### src/rtl/mac_table_ctrl_pkg.sv
// Shared widths, defaults and FSM encodings for the MAC table front-end.
// Defaults stand in for the table header values; instantiations override them.
package mac_table_ctrl_pkg;

    localparam int MAC_W          = 14;
    localparam int DEF_ADRESS     = 4;
    localparam int DEF_SLOTS      = 16384;
    localparam int DEF_ONE_SECOND = 125_000_000;

    typedef logic [1:0] state_t;

    localparam state_t ST_IDLE    = 2'd0;
    localparam state_t ST_ISSUE   = 2'd1;
    localparam state_t ST_CAPTURE = 2'd2;

endpackage

### src/rtl/mac_table_ctrl_rr_arbiter.sv
// Round-robin grant: first requester after ptr_i (mod N) wins.
// Output is one-hot and all-zero when disabled or idle.
module rr_arbiter #(
    parameter int N  = 4,
    parameter int IW = $clog2(N)
) (
    input  logic [N-1:0]  req_i,
    input  logic [IW-1:0] ptr_i,
    input  logic          en_i,
    output logic [N-1:0]  gnt_o,
    output logic [IW-1:0] idx_o
);

    logic found;

    always_comb begin
        gnt_o = '0;
        idx_o = '0;
        found = 1'b0;
        for (int off = 1; off <= N; off++) begin
            for (int k = 0; k < N; k++) begin
                if (en_i && !found && req_i[k] &&
                    (k == (int'(ptr_i) + off) % N)) begin
                    found    = 1'b1;
                    gnt_o[k] = 1'b1;
                    idx_o    = IW'(k);
                end
            end
        end
    end

endmodule

### src/rtl/mac_table_ctrl.sv
// MAC table front-end: arbitrates learn/lookup requests into the single
// table port and sequences the once-per-second aging sweep.
module mac_table_ctrl
    import mac_table_ctrl_pkg::*;
#(
    parameter int pPORTS      = 4,
    parameter int pADRESS     = DEF_ADRESS,
    parameter int pSLOTS      = DEF_SLOTS,
    parameter int pONE_SECOND = DEF_ONE_SECOND
) (
    input  logic                         iclk,
    input  logic                         irst_n,
    input  logic [pPORTS-1:0]            i_req_valid,
    output logic [pPORTS-1:0]            o_req_ready,
    input  logic [pPORTS-1:0]            i_req_learn,
    input  logic [MAC_W*pPORTS-1:0]      i_req_sa,
    input  logic [MAC_W*pPORTS-1:0]      i_req_da,
    input  logic [pADRESS*pPORTS-1:0]    i_req_port,
    output logic                         o_rsp_valid,
    output logic [$clog2(pPORTS)-1:0]    o_rsp_id,
    output logic [pADRESS-1:0]           o_rsp_port,
    output logic                         o_tbl_we,
    output logic [MAC_W-1:0]             o_tbl_sa,
    output logic [MAC_W-1:0]             o_tbl_da,
    output logic [pADRESS-1:0]           o_tbl_port,
    input  logic [pADRESS-1:0]           i_tbl_port,
    output logic                         o_tbl_age_en,
    output logic [$clog2(pSLOTS)-1:0]    o_tbl_age_idx,
    output logic                         o_age_overrun
);

    localparam int IW = $clog2(pPORTS);
    localparam int SW = $clog2(pSLOTS);
    localparam int CW = $clog2(pONE_SECOND);

    state_t          state_q, state_d;
    logic [IW-1:0]   rr_ptr_q, rr_ptr_d;
    logic [IW-1:0]   req_id_q;
    logic [pPORTS-1:0] gnt;
    logic [IW-1:0]   gnt_idx;
    logic            accept;

    logic [MAC_W-1:0]   sel_sa, sel_da;
    logic [pADRESS-1:0] sel_port;
    logic               sel_learn;
    logic               we_d;

    logic [CW-1:0] sec_cnt_q, sec_cnt_d;
    logic          sweep_q, sweep_d;
    logic [SW-1:0] age_idx_q, age_idx_d;
    logic          ovr_d;
    logic          wrap, step;

    rr_arbiter #(.N(pPORTS), .IW(IW)) u_arb (
        .req_i (i_req_valid),
        .ptr_i (rr_ptr_q),
        .en_i  ((state_q == ST_IDLE) && irst_n),
        .gnt_o (gnt),
        .idx_o (gnt_idx)
    );

    assign o_req_ready = gnt;
    assign accept      = |gnt;

    always_comb begin
        sel_sa    = '0;
        sel_da    = '0;
        sel_port  = '0;
        sel_learn = 1'b0;
        for (int k = 0; k < pPORTS; k++) begin
            if (gnt[k]) begin
                sel_sa    = i_req_sa[k*MAC_W +: MAC_W];
                sel_da    = i_req_da[k*MAC_W +: MAC_W];
                sel_port  = i_req_port[k*pADRESS +: pADRESS];
                sel_learn = i_req_learn[k];
            end
        end
    end

    assign we_d     = accept & sel_learn;
    assign rr_ptr_d = accept ? gnt_idx : rr_ptr_q;

    always_comb begin
        state_d = state_q;
        unique case (state_q)
            ST_IDLE:    if (accept) state_d = ST_ISSUE;
            ST_ISSUE:   state_d = ST_CAPTURE;
            ST_CAPTURE: state_d = ST_IDLE;
            default:    state_d = ST_IDLE;
        endcase
    end

    // Age steps borrow the table port only in cycles the write leaves free.
    assign wrap = (sec_cnt_q == CW'(pONE_SECOND - 1));
    assign step = sweep_q && !we_d;

    always_comb begin
        sec_cnt_d = wrap ? '0 : sec_cnt_q + 1'b1;
        sweep_d   = sweep_q;
        age_idx_d = age_idx_q;
        ovr_d     = o_age_overrun;
        if (step) begin
            age_idx_d = age_idx_q + 1'b1;
            if (age_idx_q == SW'(pSLOTS - 1)) sweep_d = 1'b0;
        end
        if (wrap) begin
            sweep_d   = 1'b1;
            age_idx_d = '0;
            if (sweep_q) ovr_d = 1'b1;
        end
    end

    always_ff @(posedge iclk or negedge irst_n) begin
        if (!irst_n) begin
            state_q       <= ST_IDLE;
            rr_ptr_q      <= IW'(pPORTS - 1);
            req_id_q      <= '0;
            o_tbl_we      <= 1'b0;
            o_tbl_sa      <= '0;
            o_tbl_da      <= '0;
            o_tbl_port    <= '0;
            o_rsp_valid   <= 1'b0;
            o_rsp_id      <= '0;
            o_rsp_port    <= '0;
            sec_cnt_q     <= '0;
            sweep_q       <= 1'b0;
            age_idx_q     <= '0;
            o_tbl_age_en  <= 1'b0;
            o_tbl_age_idx <= '0;
            o_age_overrun <= 1'b0;
        end else begin
            state_q      <= state_d;
            rr_ptr_q     <= rr_ptr_d;
            o_tbl_we     <= we_d;
            if (accept) begin
                req_id_q   <= gnt_idx;
                o_tbl_sa   <= sel_sa;
                o_tbl_da   <= sel_da;
                o_tbl_port <= sel_port;
            end
            o_rsp_valid <= (state_q == ST_CAPTURE);
            if (state_q == ST_CAPTURE) begin
                o_rsp_id   <= req_id_q;
                o_rsp_port <= i_tbl_port;
            end
            sec_cnt_q     <= sec_cnt_d;
            sweep_q       <= sweep_d;
            age_idx_q     <= age_idx_d;
            o_tbl_age_en  <= step;
            if (step) o_tbl_age_idx <= age_idx_q;
            o_age_overrun <= ovr_d;
        end
    end

endmodule

### config.mk
export PLATFORM = sky130hd
export DESIGN_NAME = mac_table_ctrl
export DESIGN_NICKNAME = d
export VERILOG_FILES = /design/src/rtl/mac_table_ctrl_pkg.sv /design/src/rtl/mac_table_ctrl_rr_arbiter.sv /design/src/rtl/mac_table_ctrl.sv
export SDC_FILE = /design/constraint.sdc
export NUM_CORES = 1
export LEC_CHECK = 0
export ABC_AREA = 1
export CAP_MARGIN = 10
export CORE_UTILIZATION = 29
export DETAILED_ROUTE_END_ITERATION = 16
export PLACE_DENSITY_LB_ADDON = 0.25
export SYNTH_ARGS = -nofsm -noshare
export SYNTH_HDL_FRONTEND = slang
export SYNTH_HIERARCHICAL = 1
export SYNTH_SLANG_ARGS = --single-unit
### constraint.sdc
create_clock -name iclk -period 6 [get_ports iclk]
set_input_delay 1.2 -clock iclk [delete_from_list [all_inputs] [get_ports iclk]]
set_output_delay 1.2 -clock iclk [all_outputs]
set_load 0.005 [all_outputs]
Yosys cells after proc, flatten, opt, wreduce, memory -nomap -nowiden:

Cells that the tools add are included.

* input bits: 142
* output and inout port bits: 60
* memories: 0
* bits in registers: 104
* word-level logic and storage cells: 192
* RAM bits: 0
* latch bits: 0
* memory bits (read-only): 0

* equality and inequality tests: 17
* add/sub/neg operators: 6
* divide/modulo/power cells: 0
* reduce and logical (&&, ||, !) cells: 79
* bitwise operators: 5
* order comparisons: 0
* multiplexer cells: 69
* shift operators: 0
* multipliers: 0

Operator list (count)
* $mux 14: 10
* $logic_not 32->1: 4
* $logic_and 1x1->1: 49
* $mux 1: 38
* $mux 2: 15
* $add 27x1->27 const B: 1
* $eq 27x27->1 const B: 1
* $mux 27: 1
* $eq 3x3->1 const A: 8
* $logic_not 1->1: 16
* $mux 4: 4
* $add 14x1->14 const B: 1
* $eq 14x14->1 const B: 1
* $eq 2x3->1 const A: 4
* $reduce_or 2->1: 4
* $add 2x1->2 const B: 2
* $add 2x2->2 const B: 2
* $and 1x1->1 const A: 4
* $pmux 2 s2: 1
* $reduce_and 2->1: 2
* $reduce_bool 2->1: 2
* $reduce_or 4->1: 1
* $eq 2x1->1 const B: 1
* $eq 2x2->1 const B: 1
* other kinds (3): 3

Depth between registers and ports, before layout:

Gate-level depths: netlist (run 1).

* depth after elaboration: 87
* mapped depth: 25
* gate-level depth less buffers: 23

Modules after synthesis:

The synthesis (run 1) kept the hierarchy.

By module, submodules not included
* mac_table_ctrl: times used 1, cells an instance 745, area an instance 5562.8 um2
* rr_arbiter: times used 1, cells an instance 71, area an instance 386.6 um2

Worst setup path after synthesis (run 1):

Ideal clock, no wire load.

* kind: input -> output
* start: in irst_n
* end: out o_req_ready[2]
* path slack: 2.309 ns
* arrival time: 2.491 ns
* cell stages on the path: 13
* buffers on the path: 0
* required time: 4.800 ns
* cells stage by stage: inv_1 > nor2_1 > nand2_1 > inv_2 > nand2_2 > nand3_2 > nor2_4 > nand4_4 > nor2_4 > nand4_4 > nor2_4 > nand4_1 > nand3_1

* cells in the longest elaborated chain, start to end: 74
* elaborated cells between the ends (all ways): 77
* those cells by class: mux: 18; reduce/logical: 59

Ends and longest elaborated chain
* start, declared: RTL line mac_table_ctrl.sv:12 `input logic irst_n,`
* $logic_and 1x1->1 (*): RTL line mac_table_ctrl.sv:57 `.en_i ((state_q == ST_IDLE) && irst_n),`
* $logic_and 1x1->1 (2 in series): RTL line mac_table_ctrl_rr_arbiter.sv:22 `if (en_i && !found && req_i[k] &&`
* $mux 1: RTL line mac_table_ctrl_rr_arbiter.sv:22
* $logic_not 1->1: RTL line mac_table_ctrl_rr_arbiter.sv:22
* $logic_and 1x1->1 (3 in series): RTL line mac_table_ctrl_rr_arbiter.sv:22
* $mux 1: RTL line mac_table_ctrl_rr_arbiter.sv:22
* $logic_not 1->1: RTL line mac_table_ctrl_rr_arbiter.sv:22
* $logic_and 1x1->1 (3 in series): RTL line mac_table_ctrl_rr_arbiter.sv:22
* [... 47 more ...]
* $logic_and 1x1->1 (3 in series): RTL line mac_table_ctrl_rr_arbiter.sv:22
* $mux 1: RTL line mac_table_ctrl_rr_arbiter.sv:22
* $logic_not 1->1: RTL line mac_table_ctrl_rr_arbiter.sv:22
* $logic_and 1x1->1 (3 in series): RTL line mac_table_ctrl_rr_arbiter.sv:22
* $mux 1: RTL line mac_table_ctrl_rr_arbiter.sv:22
* $logic_not 1->1: RTL line mac_table_ctrl_rr_arbiter.sv:22
* $logic_and 1x1->1 (3 in series): RTL line mac_table_ctrl_rr_arbiter.sv:22
* $mux 1 (*): RTL line mac_table_ctrl_rr_arbiter.sv:22
* end, declared: RTL line mac_table_ctrl.sv:14 `output logic [pPORTS-1:0] o_req_ready,`

Every way passes the cells marked *; elsewhere a longest branch is shown, timed or not.

Worst setup path after layout (run 1):

* start: in i_req_valid[0]
* end: out o_req_ready[2]

* cells in the longest elaborated chain, start to end: 73
* elaborated cells between the ends (all ways): 76
* those cells by class: mux: 18; reduce/logical: 58

Ends and longest elaborated chain
* start, declared: RTL line mac_table_ctrl.sv:13 `input logic [pPORTS-1:0] i_req_valid,`
* $logic_and 1x1->1 (2 in series): RTL line mac_table_ctrl_rr_arbiter.sv:22
* $mux 1: RTL line mac_table_ctrl_rr_arbiter.sv:22
* $logic_not 1->1: RTL line mac_table_ctrl_rr_arbiter.sv:22
* $logic_and 1x1->1 (3 in series): RTL line mac_table_ctrl_rr_arbiter.sv:22
* $mux 1: RTL line mac_table_ctrl_rr_arbiter.sv:22
* $logic_not 1->1: RTL line mac_table_ctrl_rr_arbiter.sv:22
* $logic_and 1x1->1 (3 in series): RTL line mac_table_ctrl_rr_arbiter.sv:22
* $mux 1: RTL line mac_table_ctrl_rr_arbiter.sv:22
* [... 46 more ...]
* $logic_and 1x1->1 (3 in series): RTL line mac_table_ctrl_rr_arbiter.sv:22
* $mux 1: RTL line mac_table_ctrl_rr_arbiter.sv:22
* $logic_not 1->1: RTL line mac_table_ctrl_rr_arbiter.sv:22
* $logic_and 1x1->1 (3 in series): RTL line mac_table_ctrl_rr_arbiter.sv:22
* $mux 1: RTL line mac_table_ctrl_rr_arbiter.sv:22
* $logic_not 1->1: RTL line mac_table_ctrl_rr_arbiter.sv:22
* $logic_and 1x1->1 (3 in series): RTL line mac_table_ctrl_rr_arbiter.sv:22
* $mux 1 (*): RTL line mac_table_ctrl_rr_arbiter.sv:22

Marked as above.

==> results by stage, run 1 <==
Status:
- The flow ran to the end, and the final reports show no timing, DRC or antenna violations.

Global route:
- The initial antenna violation count came to 1.
- The first global-routing pass estimated 30.2 mm of wire.
- The global-route track usage on met2 is 0.305.
- The met3 usage in global routing is 0.0601.
- The maximum number of pins on one net before global-route repair is 71.
- The global routing stage identified its most utilized layer as met2.
- Summed over all layers, the global routing overflow is 0.
- The met1 demand-to-capacity share in global routing is 0.216.
- The number of global-route vias before repair is 5,916.
- The global-route total usage across every layer is 0.181.

Timing:
- The count of final hold-check violations was 0.
- The total count of max-transition violations in the final report came to 0.
- The worst max-slew margin expressed relative to the limit is 0.335.
- The clock arrives with 0.00917 ns of skew.
- Timing would allow up to 0.207 GHz.
- The final critical delay including setup and external delays is 4.83 ns.
- Setup slack closes at 1.17 ns.
- For the final routed database, the setup TNS stands at 0 ns.
- The period utilization is 0.806.
- At the pin with the least slew margin, the transition time is 0.995 ns.
- Setup repair after global routing left no endpoint under its margin.
- Setup violations remaining at the end of the flow were counted as 0.

Pwr:
- In this run the power density over the cells is 409 nW/µm².
- The peak ir drop on the vdd network is 0.198 mV.
- The analysis attributes to cell leakage a power of 3.80 nW.

Critical path:
- The worst register-to-register path ends at age_idx_q[3].
- The most critical setup path has its endpoint at o_req_ready[2].
- STA classifies the critical path endpoint as an output pin.
- The reg-to-reg setup timing slack is 1.99 ns.
- The worst setup path is of the input pin to output pin kind.
- The start point of the critical path is i_req_valid[0].
- The arrival time of the worst setup path is 3.63 ns.
- The launch point of the worst reg-to-reg path is state_q[1].
- Of all nets on the critical path, the largest fanout is 6.
- The kind of start point of the critical path is an input pin.
- Measured in cells, the most critical reg-to-reg path has a length of 21.
- The data required time of the worst path is 4.80 ns.

Synth:
- In this run, synthesis inferred 0 flip-flops with an integrated enable.
- The top flip-flop cell by instance count after synthesis is sky130_fd_sc_hd__dfrtp_1.
- Yosys instantiated no cell more often than sky130_fd_sc_hd__nand2_1.
- Of all flip-flops after synthesis, the portion carrying an async set or reset was 1.00.
- The share of the Yosys chip area taken by registers is 0.438.
- In this run the mean area of a mapped cell was 7.29 µm².
- The cell taking the most area after synthesis is sky130_fd_sc_hd__dfrtp_1.
- The total number of yosys warnings is 6.
- The number of instances in the synthesized netlist is 816.
- Of the post-synthesis cell area, the dominant cell type holds 0.429.
- The total nets after synthesis is 960.
- The summed instance area of the synthesized netlist is 5950 µm².
- By area the synthesized netlist is led by sky130_fd_sc_hd__dfrtp_1 43%, sky130_fd_sc_hd__nand2_1 18%, sky130_fd_sc_hd__nor2_1 5.4%.
- The number of distinct library cell variants in the gate-level netlist after synthesis is 35.
- By count the netlist is led by 284 x sky130_fd_sc_hd__nand2_1, 102 x sky130_fd_sc_hd__dfrtp_1, 85 x sky130_fd_sc_hd__nor2_1.
- Synthesis inferred 104 register bits.

Floorplanning:
- From left edge to right edge, the die measures 145 µm.
- The core area is 20,200 µm².
- 202 I/O pins were placed.
- The initial cell density of the core is 0.295.
- The floorplan step defined a die boundary enclosing 21,100 µm².
- After floorplanning, the core was divided into 52 placement rows.
- The die is 145 µm tall.

Clock tree:
- For this design, the sink count on the clock tree is 104.
- After clock tree synthesis, the setup repair step added 0 buffers.
- The clock passes through at most 2 buffers.
- The H-tree was split into 3 levels.
- CTS placed an instance of sky130_fd_sc_hd__clkbuf_16 at the clock tree root.
- Once the clock tree was built, the resizer swapped 0 gates to a different size.
- The TritonCTS buffer count is 9.
- After clock tree synthesis, the clock-pin slew on the worst setup and hold paths is 0.06 ns.
- After clock tree synthesis, the flow added hold-fix buffers numbering 0.
- TritonCTS built the clock tree.
- At the later pin of the worst-skew pair, clock insertion delay measures 0.35 ns.

Detailed routing:
- The DRC violation count after routing is 0.
- After detailed routing, the average wire length per cell comes to 14.3 µm.
- The wire length reported by the detailed router is 18.2 mm.
- The iteration count of the initial detailed-routing pass is 5.
- The antenna violation net count after detailed routing is 0.
- The via count is 5,951.
- The starting DRC count in detailed routing is 219.
- Using the TritonRoute via totals, the vias-per-cell ratio works out to 4.65.

Placed design:
- During placement, the flow inserted port buffers numbering 201.
- At the placement stage, the worst setup path has a slack of 1.14 ns.
- The wire-length estimate of the detail-placed layout is 13.9 mm.
- The weighted congestion reported at the end of routability-driven placement is 0.860.

Job:
- The number of max-capacitance violations reported is 0.

Final layout:
- In the final design database the tool counted 1,149 nets.
- The area added between synthesis and finish is 42.2%.
- The share of final-layout standard cells stronger than drive strength 1 is 0.0505.

Worst hold path:
- The count of cells along the worst hold path is 1.
- The class of the tightest hold or removal check is flip-flop to flip-flop.
[critical path, stage by stage]
cell                              delay, ns
sky130_fd_sc_hd__clkdlybuf4s50_1       0.45
sky130_fd_sc_hd__nand2_1               0.11
sky130_fd_sc_hd__inv_2                 0.06
sky130_fd_sc_hd__nand2_2               0.07
sky130_fd_sc_hd__nand3_2               0.10
sky130_fd_sc_hd__nor2_4                0.13
sky130_fd_sc_hd__nand4_4               0.10
sky130_fd_sc_hd__nor2_4                0.15
sky130_fd_sc_hd__nand4_4               0.11
sky130_fd_sc_hd__nor2_4                0.15
sky130_fd_sc_hd__nand4_1               0.12
sky130_fd_sc_hd__nand3_1               0.30
sky130_fd_sc_hd__clkdlybuf4s50_1       0.57
[worst min-delay path by stage]
stage	start	to	slack (ns)
floorplan	state_q[1]	state_q[1]	0.40
global placement	state_q[1]	state_q[1]	0.42
detailed placement	state_q[1]	state_q[1]	0.42
CTS	state_q[1]	state_q[1]	0.43
global route	state_q[1]	state_q[1]	0.46
finish	state_q[1]	state_q[1]	0.43
[sequential cells by signal, indices dropped and copies added (netlist names)]
signal	count
o_age_overrun	1
o_tbl_we	1
age_idx_q	14
o_tbl_sa	14
req_id_q	2
sec_cnt_q	27
o_tbl_port	4
o_rsp_valid	1
o_tbl_da	14
o_tbl_age_en	1
o_rsp_port	4
rr_ptr_q	2
state_q	2
sweep_q	1
o_tbl_age_idx	14
o_rsp_id	2
[layout by cell type, fill, tap and decap left out, types with 2 or more instances in the layout]
cell type / count
sky130_fd_sc_hd__ha_1: 2
sky130_fd_sc_hd__clkbuf_1: 2
sky130_fd_sc_hd__inv_2: 6
sky130_fd_sc_hd__nand3_1: 47
sky130_fd_sc_hd__dfstp_2: 2
sky130_fd_sc_hd__nor2_4: 5
sky130_fd_sc_hd__nor3_1: 9
sky130_fd_sc_hd__inv_1: 71
sky130_fd_sc_hd__o221ai_1: 31
sky130_fd_sc_hd__nand3b_1: 2
sky130_fd_sc_hd__xnor2_1: 4
sky130_fd_sc_hd__nand2_2: 4
sky130_fd_sc_hd__nand2_1: 284
sky130_fd_sc_hd__xor2_1: 16
sky130_fd_sc_hd__nor2_1: 85
sky130_fd_sc_hd__clkinv_2: 3
sky130_fd_sc_hd__nor2_2: 6
sky130_fd_sc_hd__clkbuf_16: 9
sky130_fd_sc_hd__o21ai_1: 8
sky130_fd_sc_hd__nand4_1: 14
sky130_fd_sc_hd__clkdlybuf4s50_1: 200
sky130_fd_sc_hd__buf_4: 9
sky130_fd_sc_hd__dfrtp_1: 102
sky130_fd_sc_hd__a21oi_1: 31
sky130_fd_sc_hd__nor3b_1: 2
sky130_fd_sc_hd__nand4_4: 2
sky130_fd_sc_hd__o21ai_0: 43
[layout make-up]
cell class                      instances  area (µm²)
Fill cell                            2143       11700
Multi-Input combinational cell        602        2890
Sequential cell                       104        2610
Timing Repair Buffer                  209        2070
Tap cell                              270         338
Inverter                               79         302
Clock buffer                           11         233
Clock inverter                          4        22.5
Antenna cell                            1        2.50
[where the power goes]
group	switching [mW]	internal (mW)	leakage, nW
Clock	0.258	0.278	0.125
Combinational	1.12	0.791	2.33
Sequential	0.112	0.905	1.35
Total	1.49	1.97	3.80
[layer usage]
metal  share of wire  vias up
li1                -     3025
met5               0        -
met1            0.43     2713
met2            0.48      187
met4           0.020        0
met3           0.072       26
[cell families (layout without fill, tap and decap cells)]
group | after synthesis | after routing | synth area share
and+or+nand+nor | 463 | 463 | 0.332
AOI/OAI and AO/OA | 117 | 117 | 0.120
buffers and inverters | 110 | 303 | 0.0763
DFF | 104 | 104 | 0.438
xor gates and xnor gates | 20 | 20 | 0.0294
adders and majority gates | 2 | 2 | 0.00421
other | 0 | 1 | 0
[per-stage QoR]
stage | std cells | total power, mW | instance area, µm² | hold slack (ns) | utilization
6_report | 1280 | 3.46 | 8460 | 0.433 | 0.420
5_1_grt | 1280 | 3.79 | 8460 | 0.464 | 0.420
4_1_cts | 1279 | 3.53 | 8460 | 0.434 | 0.419
3_5_place_dp | 1264 | 2.98 | 8200 | 0.419 | 0.407
3_3_place_gp | 1264 | 2.97 | 8200 | 0.416 | 0.407
2_1_floorplan | 816 | 2.21 | 5950 | 0.401 | -
(Power assumes the default switching activity.)
==> run 2: changes to the inputs <==
clock period = 4.3 ns   (was 6 ns; I/O delays follow)
==> run 2 against run 1 <==
Net effect: utilization increased by 0.29 points; global-route usage decreased by 0.19 points; die area unchanged; first-iteration DRC count increased by 17%; sequential power increased by 40%; cell count increased by 0.23%; final area grew 0.69%; wire length up 0.54%; worst setup slack got worse by 1.0 ns; non-clock buffer count increased by 4; register-to-register slack worse by 1.3 ns; critical path type unchanged; critical endpoint unchanged.
==> results by stage, run 2 (synthesis results as in run 1) <==
Placed design:
- The total of buffers placed on input and output ports is 201 (unchanged).
- The weighted congestion reported at the end of routability-driven placement came to 0.869 (+0.96%).
- The placed instance count is 1,267 (+0.24%).
- The detailed placement HPWL was 13.8 mm (-0.75%).

Critical path:
- The kind of start point of the critical path is an input pin.
- The data required time of the worst path was 3.44 ns (-1.36 ns).
- STA classifies the critical path endpoint as an output pin.
- The critical-path maximum fanout is 6 (unchanged).
- The worst reg2reg path depth is 21 (unchanged).
- The reg-to-reg setup timing slack is 0.70 ns (-1.29 ns).
- The worst register-to-register path begins at state_q[1].
- By startpoint and endpoint, the worst setup path is classified as input pin to output pin.
- The arrival time of the worst setup path is 3.27 ns (-0.36 ns).
- The endpoint of the worst register-to-register path is age_idx_q[11].

Global route:
- The global-route total usage across every layer is 0.179 (-0.00188).
- The maximum number of pins on one net before global-route repair is 57 (-20%).
- The first-pass GRT wire length is 29.8 mm (-1.4%).
- The number of global-route vias before repair was 5,765 (-2.6%).
- The remaining global-route overflow is 0 (unchanged).
- The initial antenna violation count came to 0 (-1).

Detailed routing:
- The via count was 5,958 (+0.12%).
- The wire length reported by the detailed router is 18.3 mm (+0.54%).
- The antenna violation net count after detailed routing came to 0 (unchanged).
- The average vias per placed instance came to 4.64 (-0.12%).
- The routed length per placed instance is 14.3 µm (+0.30%).
- The DRC violation count after routing is 0 (unchanged).
- The starting DRC count in detailed routing is 256 (+17%).
- The iteration count of the initial detailed-routing pass came to 5 (unchanged).

Final layout:
- The net count reported at finish is 1,153 (+0.35%).
- The share of final-layout standard cells stronger than drive strength 1 is 0.0553 (+0.00474).
- The flip-flop count of the largest register, all copies and words added came to 27 (unchanged).
- The antenna diode count is 0 (-1).
- The utilization of the core after routing is 0.422 (+0.00292).
- The post-layout instance count excluding filler cells is 1,283 (+0.23%).
- In the layout the commonest cells are 284 x sky130_fd_sc_hd__nand2_1, 200 x sky130_fd_sc_hd__clkdlybuf4s50_1, 102 x sky130_fd_sc_hd__dfrtp_1, 85 x sky130_fd_sc_hd__nor2_1, 71 x sky130_fd_sc_hd__inv_1.
- The area used by sequential logic in the layout is 2610 µm² (unchanged).
- From synthesis to final layout, the design area changed by 43.2%.
- The area occupied by multi-input gates is 2890 µm² (unchanged).
- More flip-flops sit in one register than any other, and that register is sec_cnt_q.
- The count of filler cells inserted in the layout came to 2,124 (-0.89%).
- The library cell used most frequently in the layout, excluding fill and tap cells, is sky130_fd_sc_hd__nand2_1.

Timing:
- The total count of max-transition violations in the final report is 0 (unchanged).
- The top achievable clock speed is 0.242 GHz.
- The period utilization is 0.961.
- The worst max-slew margin expressed relative to the limit is 0.278 (-0.0569).
- Setup repair after global routing left no endpoint under its margin.
- The final critical delay including setup and external delays is 4.13 ns.
- The number of failing setup endpoints in the final timing report is 0 (unchanged).
- The post-route clock skew is 0.0122 ns (+0.00301 ns).
- The count of final hold-check violations is 0 (unchanged).
- The total negative slack for setup checks is 0 ns (unchanged).
- The slew of the pin with the lowest slew margin was 1.08 ns (+0.0851 ns).

Clock tree:
- The insertion delay of the later-clocked pin in the worst-skew pair came to 0.35 ns (about the same).
- The clock transition at the registers of the reported paths was 0.06 ns (about the same).
- The number of H-tree levels is 3 (unchanged).
- The post-cts repair resize count is 0 (unchanged).
- TritonCTS built the clock tree.
- The TritonCTS buffer count is 9 (unchanged).
- The number of clock sinks is 104 (unchanged).
- The buffer depth of the longest clock path is 2 (unchanged).
- The tree is rooted in a sky130_fd_sc_hd__clkbuf_16.

Worst hold path:
- The path with the worst hold slack has its endpoint at state_q[1].
- The count of cells along the worst hold path is 1 (unchanged).
- The class of the tightest hold or removal check is flip-flop to flip-flop.
- The beginning of the worst hold path is state_q[1].

Floorplanning:
- The core area came to 20,200 µm² (unchanged).
- The total die area is 21,100 µm² (unchanged).
- The horizontal die dimension is 145 µm (unchanged).
- The top-level I/O count is 202 (unchanged).
- The die height came to 145 µm (unchanged).
- The standard-cell row count is 52 (unchanged).
- The initial cell density of the core is 0.295 (unchanged).

Status:
- The run finished with clean final reports.

Pwr:
- The power density over the cells is 581 nW/µm² (+42%).
- The leakage power total is 3.84 nW (+1.0%).
- The peak ir drop on the vdd network was 0.388 mV (+96%).

Job:
- The number of max-capacitance violations reported is 0 (unchanged).
==> run 2: cell count changes in the layout (fill, tap and decap cells not counted) <==
cell | before | now
sky130_fd_sc_hd__buf_4 | 9 | 13
sky130_fd_sc_hd__bufinv_16 | 0 | 1
sky130_fd_sc_hd__clkbuf_1 | 2 | 1
sky130_fd_sc_hd__clkinv_2 | 3 | 2
sky130_fd_sc_hd__clkinv_4 | 0 | 1
sky130_fd_sc_hd__clkinvlp_4 | 1 | 0
sky130_fd_sc_hd__diode_2 | 1 | 0
sky130_fd_sc_hd__inv_6 | 1 | 2
==> run 2: cell type report <==
class                      count  area share
clock buffer                  10      0.0269
clock inverter                 5     0.00675
inverter                      79      0.0354
multi-input combinational    602       0.339
sequential                   104       0.306
tap                          270      0.0396
timing repair buffer         213       0.246
==> run 2: power breakdown <==
| part | internal (mW) | switching (mW) |
|---|---|---|
| clock network | 0.450 | 0.367 |
| logic | 1.13 | 1.58 |
| registers | 1.26 | 0.165 |
==> run 2: metrics by stage <==
| stage | hold WS, ns | cell area, µm² | setup WS, ns | power [mW] |
|---|---|---|---|---|
| floorplan | 0.401 | 5950 | 1.15 | 3.09 |
| global placement | 0.414 | 8230 | 0.186 | 4.18 |
| detailed placement | 0.417 | 8230 | 0.154 | 4.20 |
| CTS | 0.426 | 8510 | 0.151 | 5.05 |
| global route | 0.434 | 8520 | 0.00255 | 5.42 |
| finish | 0.424 | 8520 | 0.169 | 4.95 |
==> run 2: worst max-delay path by stage <==
stage | startpoint | slack (ns) | endpoint
finish | i_req_valid[1] | 0.17 | o_req_ready[2]
global route | i_req_valid[1] | 0.003 | o_req_ready[2]
CTS | i_req_valid[1] | 0.15 | o_req_ready[2]
detailed placement | irst_n | 0.15 | age_idx_q[9]
global placement | i_req_valid[1] | 0.19 | o_req_ready[2]
floorplan | irst_n | 1.15 | age_idx_q[6]
==> run 2: metal layers <==
metal	part of all wire	track usage
met4	0.013	0.0474
met1	0.44	0.217
met3	0.062	0.0506
met2	0.48	0.309
met5	0	0
==> run 2: worst max-delay path, stage by stage <==
cell and delay [ns]:
sky130_fd_sc_hd__clkdlybuf4s50_1 0.47, sky130_fd_sc_hd__nand2_2 0.12, sky130_fd_sc_hd__inv_2 0.04, sky130_fd_sc_hd__nand2_2 0.08, sky130_fd_sc_hd__nand3_2 0.12, sky130_fd_sc_hd__nor2_4 0.13, sky130_fd_sc_hd__nand4_4 0.10, sky130_fd_sc_hd__nor2_4 0.15
sky130_fd_sc_hd__nand4_4 0.11, sky130_fd_sc_hd__nor2_4 0.14, sky130_fd_sc_hd__nand4_1 0.12, sky130_fd_sc_hd__nand3_1 0.27, sky130_fd_sc_hd__clkdlybuf4s50_1 0.58
==> run 2: what timing repair did <==
action / CTS / global route
setup endpoints to repair: 0 / 1
hold buffers: 0 / 0
buffers inserted: 0 / 1
